===== config.mk =====
export PLATFORM = sky130hd
export DESIGN_NAME = load_store_unit
export DESIGN_NICKNAME = d
export VERILOG_FILES = /design/src/rtl/load_store_unit_pkg.sv /design/src/rtl/load_store_unit_align.sv /design/src/rtl/load_store_unit.sv
export SDC_FILE = /design/constraint.sdc
export NUM_CORES = 1
export LEC_CHECK = 0
export BUFFER_PORTS_ARGS = -buffer_cell sky130_fd_sc_hd__buf_4
export CAP_MARGIN = 10
export CORE_MARGIN = 1.5
export CORE_UTILIZATION = 54
export CTS_CLUSTER_SIZE = 24
export DETAILED_ROUTE_END_ITERATION = 12
export PLACE_DENSITY = 0.83
export SLEW_MARGIN = 20
export SYNTH_ARGS = -nofsm -noshare
export SYNTH_HDL_FRONTEND = slang
export SYNTH_HIERARCHICAL = 1
export SYNTH_SLANG_ARGS = --single-unit

===== constraint.sdc =====
create_clock -name clk -period 4.5 [get_ports clk]
set_clock_uncertainty 0.2 [all_clocks]
set_input_delay 0.9 -clock clk [delete_from_list [all_inputs] [get_ports clk]]
set_output_delay 0.9 -clock clk [all_outputs]
set_load 0.01 [all_outputs]

===== src/rtl/load_store_unit_pkg.sv =====
// Shared definitions for the load/store unit: FSM states, funct3 access
// encodings, and the RV32 load/store opcodes that control_unit decodes.
// Also provides a helper that decides whether a funct3 is legal for a load or a store.
package load_store_unit_pkg;

    typedef enum logic [1:0] {
        ST_IDLE   = 2'd0,
        ST_ACCESS = 2'd1,
        ST_RESP   = 2'd2
    } lsu_state_e;

    // funct3 access size / sign encodings
    localparam logic [2:0] F3_B  = 3'b000;
    localparam logic [2:0] F3_H  = 3'b001;
    localparam logic [2:0] F3_W  = 3'b010;
    localparam logic [2:0] F3_BU = 3'b100;
    localparam logic [2:0] F3_HU = 3'b101;

    // Major opcodes control_unit uses to raise mem_read / mem_write
    localparam logic [6:0] OPC_LOAD  = 7'b0000011;
    localparam logic [6:0] OPC_STORE = 7'b0100011;

    // Unsigned variants only exist for loads; 011/110/111 never exist.
    function automatic logic f3_legal(input logic [2:0] f3, input logic is_store);
        case (f3)
            F3_B, F3_H, F3_W: return 1'b1;
            F3_BU, F3_HU:     return !is_store;
            default:          return 1'b0;
        endcase
    endfunction

endpackage


===== src/rtl/load_store_unit_align.sv =====
// lsu_align: byte-lane steering for the load/store unit (purely combinational).
// Ports: funct3_i/off_i select size and lane; store_data_i -> be_o/wdata_o;
//        rdata_i -> ld_data_o (selected lane, sign- or zero-extended).
module lsu_align
    import load_store_unit_pkg::*;
(
    input  logic [2:0]  funct3_i,
    input  logic [1:0]  off_i,
    input  logic [31:0] store_data_i,
    input  logic [31:0] rdata_i,
    output logic [3:0]  be_o,
    output logic [31:0] wdata_o,
    output logic [31:0] ld_data_o
);

    logic [31:0] rd_shifted;

    // Store side: funct3[1:0] is the size (00 byte, 01 half, 10 word).
    always_comb begin
        be_o    = 4'b1111;
        wdata_o = store_data_i;
        case (funct3_i[1:0])
            2'b00: begin
                be_o    = 4'b0001 << off_i;
                wdata_o = {4{store_data_i[7:0]}};
            end
            2'b01: begin
                be_o    = 4'b0011 << off_i;
                wdata_o = {2{store_data_i[15:0]}};
            end
            default: begin
                be_o    = 4'b1111;
                wdata_o = store_data_i;
            end
        endcase
    end

    // Load side: bring the addressed lane down to bit 0, then extend.
    assign rd_shifted = rdata_i >> {off_i, 3'b000};

    always_comb begin
        ld_data_o = rd_shifted;
        case (funct3_i)
            F3_B:    ld_data_o = {{24{rd_shifted[7]}}, rd_shifted[7:0]};
            F3_BU:   ld_data_o = {24'h0, rd_shifted[7:0]};
            F3_H:    ld_data_o = {{16{rd_shifted[15]}}, rd_shifted[15:0]};
            F3_HU:   ld_data_o = {16'h0, rd_shifted[15:0]};
            default: ld_data_o = rd_shifted;
        endcase
    end

endmodule


===== src/rtl/load_store_unit.sv =====
// load_store_unit: one-outstanding-op LSU between execute stage and data memory.
// Ports: req_valid/req_ready + mem_read/mem_write/funct3/addr/store_data in;
//        dm_* request/ack to memory; rsp_valid/load_data/fault back to the pipeline.
// FSM IDLE->ACCESS->RESP; ACCESS times out after TIMEOUT_CYC cycles without dm_ack.
// Build option: define LSU_MISALIGN_TRAP_EN to fault misaligned half/word accesses;
// otherwise the misaligned low address bits are cleared and the access proceeds.
module load_store_unit
    import load_store_unit_pkg::*;
#(
    parameter int TIMEOUT_CYC = 16
) (
    input  logic        clk,
    input  logic        rst_n,
    input  logic        req_valid,
    output logic        req_ready,
    input  logic        mem_read,
    input  logic        mem_write,
    input  logic [2:0]  funct3,
    input  logic [31:0] addr,
    input  logic [31:0] store_data,
    output logic        dm_req,
    output logic        dm_we,
    output logic [31:0] dm_addr,
    output logic [31:0] dm_wdata,
    output logic [3:0]  dm_be,
    input  logic [31:0] dm_rdata,
    input  logic        dm_ack,
    output logic        rsp_valid,
    output logic [31:0] load_data,
    output logic        fault
);

    localparam int CW = (TIMEOUT_CYC > 2) ? $clog2(TIMEOUT_CYC) : 1;
    localparam logic [CW-1:0] CNT_LAST = CW'(TIMEOUT_CYC - 1);

    lsu_state_e    state_q;
    logic [CW-1:0] cnt_q;
    logic          req_ready_q;
    logic          dm_req_q;
    logic          we_q;
    logic [31:0]   addr_q;
    logic [2:0]    funct3_q;
    logic [31:0]   sdata_q;
    logic          rsp_valid_q;
    logic          fault_q;
    logic [31:0]   load_data_q;

    // Request decode (IDLE only)
    logic [31:0] addr_d;
    logic        misaligned;
    logic        trap;
    logic        op_illegal;

    always_comb begin
        addr_d     = addr;
        misaligned = 1'b0;
        if (funct3[1:0] == 2'b01) begin
            misaligned = addr[0];
            addr_d[0]  = 1'b0;
        end else if (funct3[1:0] == 2'b10) begin
            misaligned  = |addr[1:0];
            addr_d[1:0] = 2'b00;
        end
    end

`ifdef LSU_MISALIGN_TRAP_EN
    assign trap = misaligned;
`else
    assign trap = 1'b0;
`endif

    assign op_illegal = (mem_read && mem_write) || !f3_legal(funct3, mem_write) || trap;

    // Lane steering works from the latched request so dm_* stay stable in ACCESS.
    logic [3:0]  be_w;
    logic [31:0] wdata_w;
    logic [31:0] ld_w;

    lsu_align u_align (
        .funct3_i     (funct3_q),
        .off_i        (addr_q[1:0]),
        .store_data_i (sdata_q),
        .rdata_i      (dm_rdata),
        .be_o         (be_w),
        .wdata_o      (wdata_w),
        .ld_data_o    (ld_w)
    );

    always_ff @(posedge clk) begin
        if (!rst_n) begin
            state_q     <= ST_IDLE;
            cnt_q       <= '0;
            req_ready_q <= 1'b0;
            dm_req_q    <= 1'b0;
            we_q        <= 1'b0;
            addr_q      <= '0;
            funct3_q    <= '0;
            sdata_q     <= '0;
            rsp_valid_q <= 1'b0;
            fault_q     <= 1'b0;
            load_data_q <= '0;
        end else begin
            case (state_q)
                ST_IDLE: begin
                    req_ready_q <= 1'b1;
                    if (req_valid) begin
                        req_ready_q <= 1'b0;
                        if (!mem_read && !mem_write) begin
                            // No memory op: complete immediately, no bus traffic.
                            state_q     <= ST_RESP;
                            rsp_valid_q <= 1'b1;
                            fault_q     <= 1'b0;
                            load_data_q <= '0;
                        end else if (op_illegal) begin
                            state_q     <= ST_RESP;
                            rsp_valid_q <= 1'b1;
                            fault_q     <= 1'b1;
                            load_data_q <= '0;
                        end else begin
                            state_q  <= ST_ACCESS;
                            cnt_q    <= '0;
                            dm_req_q <= 1'b1;
                            we_q     <= mem_write;
                            addr_q   <= addr_d;
                            funct3_q <= funct3;
                            sdata_q  <= store_data;
                        end
                    end
                end
                ST_ACCESS: begin
                    if (dm_ack) begin
                        state_q     <= ST_RESP;
                        dm_req_q    <= 1'b0;
                        rsp_valid_q <= 1'b1;
                        fault_q     <= 1'b0;
                        load_data_q <= we_q ? 32'h0 : ld_w;
                    end else if (cnt_q == CNT_LAST) begin
                        // Memory never answered: drop the request and report a bus fault.
                        state_q     <= ST_RESP;
                        dm_req_q    <= 1'b0;
                        rsp_valid_q <= 1'b1;
                        fault_q     <= 1'b1;
                        load_data_q <= '0;
                    end else begin
                        cnt_q <= cnt_q + 1'b1;
                    end
                end
                ST_RESP: begin
                    state_q     <= ST_IDLE;
                    cnt_q       <= '0;
                    rsp_valid_q <= 1'b0;
                    fault_q     <= 1'b0;
                    req_ready_q <= 1'b1;
                end
                default: begin
                    state_q     <= ST_IDLE;
                    dm_req_q    <= 1'b0;
                    rsp_valid_q <= 1'b0;
                    fault_q     <= 1'b0;
                    req_ready_q <= 1'b0;
                end
            endcase
        end
    end

    // Bus fields are only driven while a request is outstanding.
    assign req_ready = req_ready_q;
    assign dm_req    = dm_req_q;
    assign dm_we     = dm_req_q & we_q;
    assign dm_addr   = dm_req_q ? {addr_q[31:2], 2'b00} : 32'h0;
    assign dm_be     = dm_req_q ? be_w : 4'b0000;
    assign dm_wdata  = dm_req_q ? wdata_w : 32'h0;
    assign rsp_valid = rsp_valid_q;
    assign fault     = fault_q;
    assign load_data = load_data_q;

endmodule


# Yosys cells after proc, flatten, opt, wreduce, memory -nomap -nowiden
# Cells that the tools add are included.
dict set report totals {
  ff_bits 110
  input_bits 105
  out_inout_bits 105
  word_cells 106
}
dict set report op_classes {
  n_addsub 1
  n_eq_ne 20
  n_shift 3
  mux 47
  bitwise 4
  n_reduce_logical 20
}
# cell count
set op_table {}
lappend op_table {{$mux 32} 8}
lappend op_table {{$pmux 32 s2} 2}
lappend op_table {{$pmux 32 s4} 1}
lappend op_table {{$shr 32x5->32} 1}
lappend op_table {{$mux 4} 6}
lappend op_table {{$mux 1} 16}
lappend op_table {{$eq 3x3->1 const B} 4}
lappend op_table {{$mux 2} 6}
lappend op_table {{$pmux 4 s3} 1}
lappend op_table {{$ne 2x2->1 const B} 5}
lappend op_table {{$pmux 4 s2} 1}
lappend op_table {{$reduce_and 4->1} 2}
lappend op_table {{$eq 2x1->1 const B} 3}
lappend op_table {{$eq 3x1->1 const B} 2}
lappend op_table {{$logic_not 3->1} 2}
lappend op_table {{$ne 3x3->1 const B} 2}
lappend op_table {{$pmux 1 s2} 3}
lappend op_table {{$pmux 1 s3} 2}
lappend op_table {{$reduce_and 6->1} 1}
lappend op_table {{$reduce_and 5->1} 1}
lappend op_table {{$add 4x1->4 const B} 1}
lappend op_table {{$eq 2x2->1 const B} 2}
lappend op_table {{$eq 4x4->1 const B} 1}
lappend op_table {{$logic_not 2->1} 2}
lappend op_table {{15 further kinds} 20}

# Logic depth before layout (Yosys ltp)
dict set report logic_depth {
  depth_word 9
  ltp_mapped 7
  depth_no_buf 5
}

# Hierarchy
# Netlist, hierarchy kept.
# mod instances cells_per_inst area_each_um2
set by_module_without_submodules {}
lappend by_module_without_submodules {load_store_unit 1 512 4692.0}
lappend by_module_without_submodules {lsu_align 1 185 1282.5}

# Worst setup path after synthesis
# No wires, ideal clock.
dict set report synth_timing {
  kind {register to output}
  start {register funct3_q[0]}
  end {output dm_wdata[11]}
  arrival_time_ps 1408
  slack_ps 1992
  stages_incl_launch_ff 6
  cell_sequence {dfxtp_1 buf_2 nor2_2 buf_4 mux2_2 and2_1}
}
dict set report synth_between {
  elab_chain_cells 3
  elab_cells_between_ends 4
  classes_between {eq/ne (1); mux (2); reduce/logical (1)}
}
# item line
set synth_rtl {}
lappend synth_rtl {{start, declared} load_store_unit.sv:42} ;# logic [2:0] funct3_q;
lappend synth_rtl {{start signal, assigned} load_store_unit.sv:125} ;# funct3_q <= funct3;
lappend synth_rtl {{$eq 2x1->1 or $logic_not 2->1 (tied branches)} load_store_unit_align.sv:22} ;# case (funct3_i[1:0])
lappend synth_rtl {{$pmux 32 s2 (*)} load_store_unit_align.sv:22}
lappend synth_rtl {{named net wdata_w[11]} load_store_unit.sv:76} ;# logic [31:0] wdata_w;
lappend synth_rtl {{$mux 32 (*)} load_store_unit.sv:172} ;# assign dm_wdata = dm_req_q ? wdata_w : 32'h0;
lappend synth_rtl {{end, declared} load_store_unit.sv:24} ;# output logic [31:0] dm_wdata,
# Mark *: on every way through the listed nets, which the timed path passes. The rest lies on a longest branch.

# Worst setup path after layout
dict set report layout_timing {
  start {register funct3_q[0]}
  end {output dm_wdata[14]}
}
# Same word-level chain as after synthesis.

==> impl_metrics.yaml <==
critical_path:
  reg2reg_to: "load_data[15]$_SDFFE_PN0P_"
  r2r_slack_ns: 2.29
  cpMostUsedCell: "buf_4"
  cp-start-kind: "register"
  worst-path-buf-inv: 2
  crit_path_max_incr_delay_ns: 0.56
  cp_slowest_cell: "dfxtp_1"
  ff2ff_path_depth: 5
  cp_cell_sequence: "nor2_2 > buf_4 > mux2_2 > and2_1 > buf_4"
  critPathKind: "register to primary output"
  timing.rr.start: "funct3_q[0]$_SDFFE_PN0P_"
  cp.required_ns: 3.40
  cp.arrival_ns: 2.27
  critPathCaptureType: "primary output"
  worst-path-max-fanout: 16
  crit_family: "simple AND/OR/NAND/NOR gates"
layout:
  final_area_um2: 7620
  antenna_cells: 0
  drive_gt1_frac: 0.320
  finalNetCount: 964
  area_growth_pct: 27.6
global_route:
  grt_max_degree: 77
  antenna_found_initial: 0
  grt_usage: 0.286
  grt-ovfl-total: 0
  grt_pass1_wl_mm: 26.1
  grt_pass1_vias: 5293
cts:
  numClockSinks: 110
  ctsRootBufferMaster: "clkbuf_8"
  cts_tree: "yes"
  cts_resized: 0
  cts_inserted_buffers: 9
  clkLatencyLatePin_ns: 0.38
  cts_setup_buffers: 0
  ctsHoldBuffers: 0
  path_clk_slew_ns: 0.11
  clockBufferDepth: 2
  htree_levels: 3
sta:
  setup_ws_ns: 1.13
  tns_ns: 0
  fin_crit_sh: 0.749
  setup_viol: 0
  rsz0062_at_grt: "false"
  worstMarginPinSlew_ns: 0.956
  drv_slew: 0
  period_minus_slack_ns: 3.37
  hold_violations: 0
  maxSlewHeadroom: 0.363
  fmax_mhz: 297
yosys:
  yosysTopAreaCell: "dfxtp_1"
  synth_edf_count: 0
  ys.flop_type: "dfxtp_1"
  avgSynthCellArea_um2: 8.57
  async_flop_share: 0
  synth_top_cell_area_share: 0.369
  synth_warnings: 6
  ys_top_cells_by_area: "dfxtp_1 (37%), mux2i_1 (14%), nand2_1 (10%)"
  synth_area_um2: 5970
  ys_types: 47
  ys_ff_latch: 110
  synthCells: 697
  synth-seq-area-share: 0.369
detailed_routing:
  drtAntennaViolNets: 0
  dr.pass1.iters: 5
  vias: 5485
  viasPerCell: 5.47
  drt-total-wl_mm: 16.6
  drc: 0
  wire_per_inst_um: 16.6
  drt_iter0_markers: 312
floorplan:
  coreArea_um2: 10800
  dieArea_um2: 11700
  die_w_um: 108
  io_pins: 210
  start_util: 0.554
  rows: 38
  die_h_um: 108
place:
  place_congestion: 0.904
  place_ws_ns: 1.57
  port_buffers: 207
  post_dp_cell_area_um2: 7410
  place_hpwl_mm: 11.9
pwr:
  power.density_nw_per_um2: 264
  ir_drop_v: 0.000183
  leakagePower_nw: 3.36
flow_run:
  drv_cap: 0
status:
  status: "finished clean"
min_path:
  min_from: "addr_q[13]$_SDFFE_PN0P_"
  hold_path.class: "register to register"
  worst_hold_path.endpoint: "addr_q[13]$_SDFFE_PN0P_"
  hold_depth: 2
worst max-delay path by stage:
stage	slack (ns)	cells past startpoint	endpoint	startpoint
6_report	1.13	5	dm_wdata[14]	funct3_q[0]$_SDFFE_PN0P_
2_1_floorplan	1.99	5	dm_wdata[11]	funct3_q[0]$_SDFFE_PN0P_
4_1_cts	1.15	5	dm_wdata[14]	funct3_q[0]$_SDFFE_PN0P_
3_3_place_gp	1.66	5	dm_wdata[14]	funct3_q[0]$_SDFFE_PN0P_
5_1_grt	1.04	5	dm_wdata[14]	funct3_q[0]$_SDFFE_PN0P_
3_5_place_dp	1.57	5	dm_wdata[14]	funct3_q[0]$_SDFFE_PN0P_
metal layers:
layer	vias to the layer above	wire, µm	global-route usage
met5	-	0	0
met4	0	450	0.124
met3	31	1480	0.0717
met2	230	8200	0.495
met1	2547	6490	0.333
li1	2677	-	-
cell usage in the layout (no fill, tap or decap), types with 2 or more instances in the layout:
master / Yosys / routed
o21bai_1: 2 / 2
mux2i_1: 85 / 85
nand4_1: 18 / 18
and3_1: 2 / 2
nand3_1: 3 / 3
inv_1: 5 / 5
nor2b_1: 13 / 13
nor3b_1: 3 / 3
nand3_2: 2 / 2
and2_1: 67 / 67
conb_1: 1 / 2
nor2_1: 11 / 11
a21oi_1: 27 / 27
nor3_1: 3 / 2
nand2_1: 166 / 166
or2_2: 8 / 8
o221ai_1: 2 / 2
o21ai_0: 11 / 11
xor2_1: 3 / 3
a211oi_1: 9 / 9
mux2_2: 25 / 25
clkbuf_8: 0 / 12
a22o_1: 32 / 32
buf_4: 19 / 214
dfxtp_1: 110 / 109
nand2b_1: 5 / 5
logic make-up (layout without fill, tap and decap cells):
kind of cell	count (synthesis)	count (layout)	synth area share
AND/OR/NAND/NOR	308	308	0.253
XOR/XNOR	3	3	0.00440
multiplexers	111	111	0.192
other	1	2	0.000628
adder cells (fa/ha/maj)	1	1	0.00209
flip-flops	110	110	0.369
buffers and inverters	71	236	0.0666
AO/OA/AOI/OAI	92	92	0.113
power breakdown:
group	internal [mW]	switching, mW
Sequential	1.00	0.0348
Combinational	0.159	0.162
Clock	0.306	0.346
worst reg2reg max path, cell delays in order, from the launching register on:
cell and delay [ns]:
dfxtp_1 0.82, nor2_2 0.20, buf_4 0.24, nand3_2 0.27, o221ai_1 0.18, a22o_1 0.22
through the flow:
step	power, mW	cells	hold slack, ns	utilization
6_report	2.01	1003	0.260	0.706
5_1_grt	2.09	1003	0.273	0.706
4_1_cts	2.02	1003	0.262	0.706
3_5_place_dp	1.38	987	0.245	0.686
3_3_place_gp	1.37	987	0.238	0.686
2_1_floorplan	1.25	698	0.230	-
Yosys cell counts, drive strengths merged (5+ instances only):
master,count
nand3,5
a211oi,9
or2,8
nor2b,13
and2,67
mux2i,85
a21oi,27
nand2,166
a22o,32
dfxtp,110
nand2b,5
mux2,26
inv,5
buf,39
nor2,13
o21ai,12
clkbuf,27
nand4,19
cell type report:
| class | instances | area (µm²) |
|---|---|---|
| repair buffers | 215 | 1630 |
| well taps | 140 | 175 |
| clock inverters | 4 | 52.6 |
| clock buffers | 12 | 165 |
| fillers | 865 | 3170 |
| multi-input cells | 517 | 3380 |
| flip-flops and latches | 110 | 2200 |
| inverters | 5 | 18.8 |
registers in the layout (all words and copies together), names as in the netlist:
register   flops
fault          1
sdata_q       32
dm_req         1
rsp_valid      1
state_q        2
load_data     32
cnt_q          4
funct3_q       3
req_ready      1
we_q           1
addr_q        32
No activity file was read; power rests on OpenSTA's default activity.
